## src/rtl/addsub_pkg.sv

```systemverilog
// Shared types and constants for the bit-serial adder/subtractor sequencer.
package addsub_pkg;

    typedef enum logic [1:0] {
        IDLE = 2'd0,
        RUN  = 2'd1,
        DONE = 2'd2
    } state_t;

    localparam logic OP_ADD = 1'b0;
    localparam logic OP_SUB = 1'b1;

endpackage

```

## src/rtl/fa_cell.sv

```systemverilog
// Single-bit combinational full adder shared across all bit positions.
module fa_cell (
    input  logic x,
    input  logic y,
    input  logic cin,
    output logic s,
    output logic c
);

    assign s = x ^ y ^ cin;
    assign c = (x & y) | (x & cin) | (y & cin);

endmodule

```

## src/rtl/serial_addsub_ctrl.sv

```systemverilog
// Bit-serial WIDTH-bit add/subtract sequencer: one full-adder cell, LSB first,
// carry registered between cycles, busy/done handshake around registered result.
module serial_addsub_ctrl
    import addsub_pkg::*;
#(
    parameter int unsigned WIDTH = 4
) (
    input  logic             CLOCK_50,
    input  logic             reset,
    input  logic             start,
    input  logic             op,
    input  logic [WIDTH-1:0] a,
    input  logic [WIDTH-1:0] b,
    output logic             busy,
    output logic             done,
    output logic [WIDTH-1:0] result,
    output logic             cout,
    output logic             ovf,
    output logic             zero
);

    localparam int unsigned CNT_W = $clog2(WIDTH) + 1;

    state_t           state;
    logic [WIDTH-1:0] sa;
    logic [WIDTH-1:0] sb;
    logic [WIDTH-1:0] acc;
    logic             carry;
    logic             c_msb_in;
    logic [CNT_W-1:0] idx;

    logic             cell_s;
    logic             cell_c;
    logic [WIDTH-1:0] acc_next;

    fa_cell u_fa (
        .x   (sa[0]),
        .y   (sb[0]),
        .cin (carry),
        .s   (cell_s),
        .c   (cell_c)
    );

    // Sum bits enter from the MSB side so the LSB lands in bit 0 after WIDTH shifts.
    assign acc_next = {cell_s, acc[WIDTH-1:1]};

    always_ff @(posedge CLOCK_50) begin
        if (reset) begin
            state    <= IDLE;
            busy     <= 1'b0;
            done     <= 1'b0;
            result   <= '0;
            cout     <= 1'b0;
            ovf      <= 1'b0;
            zero     <= 1'b0;
            sa       <= '0;
            sb       <= '0;
            acc      <= '0;
            carry    <= 1'b0;
            c_msb_in <= 1'b0;
            idx      <= '0;
        end else begin
            case (state)
                IDLE, DONE: begin
                    if (start) begin
                        // Subtract as A + ~B + 1: invert B here, inject the +1 as carry-in.
                        sa    <= a;
                        sb    <= b ^ {WIDTH{op}};
                        carry <= (op == OP_SUB);
                        idx   <= '0;
                        done  <= 1'b0;
                        busy  <= 1'b1;
                        state <= RUN;
                    end
                end
                RUN: begin
                    acc   <= acc_next;
                    carry <= cell_c;
                    sa    <= sa >> 1;
                    sb    <= sb >> 1;
                    idx   <= idx + CNT_W'(1);
                    if (idx == CNT_W'(WIDTH - 2)) begin
                        c_msb_in <= cell_c;
                    end
                    if (idx == CNT_W'(WIDTH - 1)) begin
                        state  <= DONE;
                        busy   <= 1'b0;
                        done   <= 1'b1;
                        result <= acc_next;
                        cout   <= cell_c;
                        ovf    <= c_msb_in ^ cell_c;
                        zero   <= (acc_next == '0);
                    end
                end
                default: begin
                    state <= IDLE;
                end
            endcase
        end
    end

endmodule
```

## config.mk

```make
export PLATFORM = sky130hd
export DESIGN_NAME = serial_addsub_ctrl
export DESIGN_NICKNAME = d
export VERILOG_FILES = /design/src/rtl/addsub_pkg.sv /design/src/rtl/fa_cell.sv /design/src/rtl/serial_addsub_ctrl.sv
export SDC_FILE = /design/constraint.sdc
export NUM_CORES = 1
export LEC_CHECK = 0
export CORE_AREA = 2 2 48 59
export DETAILED_ROUTE_END_ITERATION = 8
export DIE_AREA = 0 0 50 61
export MAX_ROUTING_LAYER = met4
export PLACE_DENSITY = 0.75
export RECOVER_POWER = 100
export SYNTH_ARGS = -nofsm -noshare
export SYNTH_HDL_FRONTEND = slang
export SYNTH_SLANG_ARGS = --single-unit
```

## constraint.sdc

```tcl
create_clock -name CLOCK_50 -period 3.25 [get_ports CLOCK_50]
set_clock_uncertainty 0.05 [all_clocks]
set_input_delay 0.65 -clock CLOCK_50 [delete_from_list [all_inputs] [get_ports CLOCK_50]]
set_output_delay 0.65 -clock CLOCK_50 [all_outputs]
set_load 0.02 [all_outputs]
```

# Word-level counts from Yosys, hierarchy flattened
# Cells that the tools add are included.
dict set report totals {
  reg_bits 28
  wordCells 55
}
dict set report classes {
  n_addsub 1
  eq_ne 6
  muxes 17
  n_bitwise 9
  reduce_logical 9
}
# operator count
set ops {}
lappend ops {{$pmux W4 S2} 2}
lappend ops {{$mux W4} 2}
lappend ops {{$reduce_and A2 Y1} 4}
lappend ops {{$eq A3 B2 Y1 const B} 2}
lappend ops {{$pmux W1 S2} 3}
lappend ops {{$pmux W3 S2} 1}
lappend ops {{$mux W1} 5}
lappend ops {{$logic_not A4 Y1} 1}
lappend ops {{$mux W2} 2}
lappend ops {{$ne A2 B2 Y1 const B} 2}
lappend ops {{$pmux W2 S2} 1}
lappend ops {{$xor A4 B4 Y4} 1}
lappend ops {{$add A3 B1 Y3 const B} 1}
lappend ops {{$and A1 B1 Y1} 3}
lappend ops {{$mux W3} 1}
lappend ops {{$reduce_and A3 Y1} 1}
lappend ops {{$xor A1 B1 Y1} 3}
lappend ops {{$eq A2 B1 Y1 const B} 1}
lappend ops {{$eq A2 B2 Y1 const B} 1}
lappend ops {{$logic_not A2 Y1} 1}
lappend ops {{$or A1 B1 Y1} 2}
lappend ops {{$reduce_bool A2 Y1} 1}
lappend ops {{$reduce_or A2 Y1} 1}

# Depth between registers and ports, before layout
dict set report logic_depth {
  depth_word 4
  depth_mapped 6
  mapped_depth_nobuf 5
}

# Modules after synthesis
# From an unflattened synthesis, not the netlist that was laid out.
dict set report hier_totals {
  hier_cells 132
  area_unflattened_um2 1222.4
}
# module instances cells_each area_per_inst_um2 seq_area_each_um2
set modules_own_cells {}
lappend modules_own_cells {serial_addsub_ctrl 1 131 1202.4 540.5}
lappend modules_own_cells {fa_cell 1 1 20.0 0.0}

# Least setup slack after synthesis
# Ideal clock, no wire load.
dict set report synth_timing {
  path_kind {input -> register}
  from {input port reset}
  to {register busy}
  setup_time_ps 131
  arrival_time_ps 1215
  t_required_ps 3069
  setup_slack_ps 1853
  stages 3
  n_path_buf 2
  cell_sequence {clkbuf_2 > buf_1 > nor2_1}
}
# element line
set synth_lines {}
lappend synth_lines {{from (decl)} serial_addsub_ctrl.sv:9} ;# input logic reset,
lappend synth_lines {{to (signal assigned)} serial_addsub_ctrl.sv:50} ;# busy <= 1'b0;
lappend synth_lines {{to (signal assigned)} serial_addsub_ctrl.sv:72} ;# busy <= 1'b1;
lappend synth_lines {{to (signal assigned)} serial_addsub_ctrl.sv:87} ;# busy <= 1'b0;
lappend synth_lines {{to (decl)} serial_addsub_ctrl.sv:14} ;# output logic busy,
# No word-level cell between the ends.

# Worst setup path after layout
dict set report layout_timing {
  from {register ovf}
  to {output port ovf}
}
# element line
set layout_lines {}
lappend layout_lines {{from (decl)} serial_addsub_ctrl.sv:18} ;# output logic ovf,
lappend layout_lines {{from (signal assigned)} serial_addsub_ctrl.sv:91} ;# ovf <= c_msb_in ^ cell_c;
# No word-level cell between the ends.

==> flow_summary.json <==
{
  "status": "finished, final reports clean",
  "fin_nets": 163,
  "syn_inst": 132,
  "worstPathArrival_ns": 1.37,
  "detail_route.wl_per_cell_um": 11.7,
  "drive_gt1_frac": 0.123,
  "n_antenna_cell": 0,
  "drtIter0Drc": 16,
  "slew_viol_final": 0,
  "internal_power_w": 0.000427,
  "synth.avg_cell_area_um2": 9.33,
  "die_h_um": 61,
  "layout_setup_ws_ns": 1.18,
  "die_area_mm2": 0.00305,
  "cts_hold_buf": 0,
  "grt_pass1_wl_um": 3640,
  "finalSetupViolations": 0,
  "clkPwrFrac": 0.258,
  "fin_setup_tns_ns": 0,
  "ioPinCount": 21,
  "slowest_stage": "dlygate4sd3_1",
  "die_x_um": 50,
  "critPathMaxFanout": 2,
  "pre_cts_ws_ns": 0.980,
  "yosys.cell_types.count": 32,
  "grt_use_total": 0.164,
  "synth.net_count": 148,
  "min_period_over_period": 0.636,
  "rsz0062_at_grt": "no",
  "ys_seq_area_frac": 0.439,
  "cts_tree": "built",
  "switching_power_w": 0.000158,
  "dr_total_vias": 932,
  "routed_wl_um": 2100,
  "synthTopCellsByArea": "dfxtp_1 44%, a21oi_1 7.3%, nand2_1 6.4%, nand3_2 4.9%, a22oi_1 4.3%",
  "grt_max_degree": 28,
  "crit_chain": "dlygate4sd3_1",
  "fmax_mhz": 484,
  "crit_family": "buffers and inverters",
  "clock_latency_ns": 0.33,
  "ir_drop_v": 0.000291,
  "grt_pass1_vias": 885,
  "cp.required_ns": 2.55,
  "antenna_found_initial": 0,
  "maxCapViolCount": 0,
  "cpPeakStageDelay_ns": 0.67,
  "p_sw_frac": 0.271,
  "rows": 20,
  "drc_errors": 0,
  "ys.flop_type": "dfxtp_1",
  "seqPwrFrac": 0.606,
  "tightestPinTransition_ns": 1.04,
  "htreeDepth": 1,
  "synth_top_area_frac": 0.439,
  "portBuffers": 20,
  "rr_startpoint": "idx[0]",
  "cts.sinks": 27,
  "hold_violations": 0,
  "root_buffer": "clkbuf_4",
  "cts_resized": 0,
  "ant_nets": 0,
  "coreArea_mm2": 0.00248,
  "fin_area_mm2": 0.00142,
  "placed_cell_area_mm2": 0.00139,
  "cts_buffers": 3,
  "clkTransAtPathRegs_ns": 0.15,
  "hpwl_um": 1470,
  "vias_per_cell": 5.21,
  "end_kind": "output port",
  "period_minus_slack_ns": 2.07,
  "hold_class": "reg -> reg",
  "crit_type": "reg -> out",
  "cp_num_buf_inv": 1,
  "postCtsSetupBuffers": 0,
  "cp-startpoint": "ovf",
  "ys_seq_elements": 27,
  "gr-total-overflow": 0,
  "critPathLaunchType": "flop",
  "place.gp.congestion": 0.764,
  "synth_edf_count": 0,
  "clockBufferDepth": 2,
  "yosysWarnings": 0,
  "syn_to_final_growth_pct": 14.9,
  "dr.pass1.iters": 4,
  "slew_headroom": 0.304,
  "start_util": 0.497,
  "async_reset_ff_frac": 0,
  "yosysTopAreaCell": "dfxtp_1",
  "synthTopCellsByCount": "27 x dfxtp_1, 21 x nand2_1, 18 x a21oi_1",
  "syn_area_mm2": 0.00123,
  "p_per_area_mw_per_mm2": 413,
  "synth.most_common_cell": "dfxtp_1",
  "worstHoldStart": "cout",
  "power_leakage_nw": 0.507,
  "power_frac_comb": 0.135
}
-- power groups by stage --
stage               combinational, W  sequential, W  clock (W)
finish                     0.0000793       0.000355   0.000151
global route               0.0000884       0.000356   0.000165
CTS                        0.0000815       0.000354   0.000155
detailed placement         0.0000816       0.000362          0
global placement           0.0000799       0.000361          0
floorplan                  0.0000633       0.000361          0
-- per-stage QoR --
step                hold WS (ns)  cells   util  total power (W)
floorplan                  0.394    132      -         0.000424
global placement           0.391    175  0.563         0.000441
detailed placement         0.398    175  0.563         0.000443
CTS                        0.417    179  0.575         0.000591
global route               0.429    179  0.571         0.000609
finish                     0.409    179  0.571         0.000585
-- flip-flops by register name, summed over array words and instances, names as in the netlist, 2 cells and up --
register	cells
acc	3
idx	3
result	4
sa	4
sb	4
state	2
-- final timing paths --
kind / slack, ns / cells past startpoint / to
worst min register to register: 0.41 / 2 / cout
worst min-delay path: 0.41 / 2 / cout
worst max register to register: 1.74 / 5 / ovf
worst max-delay path: 1.18 / 1 / ovf
-- worst min-delay path: stages (launching register included) --
cell and delay [ns]:
dfxtp_1 0.33, nand2_1 0.05, a21oi_1 0.05
-- area by class of cell --
cell class | instances | area [um2]
flip-flops and latches | 27 | 541
repair buffers | 20 | 200
multi-input cells | 93 | 596
clock buffers | 3 | 22.5
inverters | 2 | 7.51
clock inverters | 1 | 7.51
well taps | 33 | 41.3
fillers | 225 | 1060
-- layer usage --
layer / wire length, um / vias to the layer above / GRT usage
li1: - / 478 / -
met1: 956 / 425 / 0.184
met3: 80 / 4 / 0.0222
met2: 1020 / 25 / 0.273
met5: 0 / - / -
met4: 42 / 0 / 0.111
-- placed cells by master (no fill, tap or decap), types with 2 or more instances in the layout --
cell	netlist	routed
dfxtp_1	27	27
a21oi_2	5	4
nand3_2	6	6
clkdlybuf4s50_1	0	9
nand2_1	21	21
a21oi_1	18	19
inv_1	2	2
clkbuf_4	0	3
nor2_1	6	6
nand2b_1	3	3
nand3_1	6	6
ha_1	3	3
a22oi_1	7	7
dlygate4sd3_1	0	11
xor2_1	4	4
-- logic make-up after synthesis --
family,Yosys count,synth area share
AND/OR/NAND/NOR,50,0.229
AO/OA/AOI/OAI,33,0.172
flip-flops,27,0.439
buffers and inverters,12,0.0701
XOR/XNOR,5,0.0356
adder cells (fa/ha/maj),4,0.0468
multiplexers,1,0.00813
(Power assumes the default switching activity.)
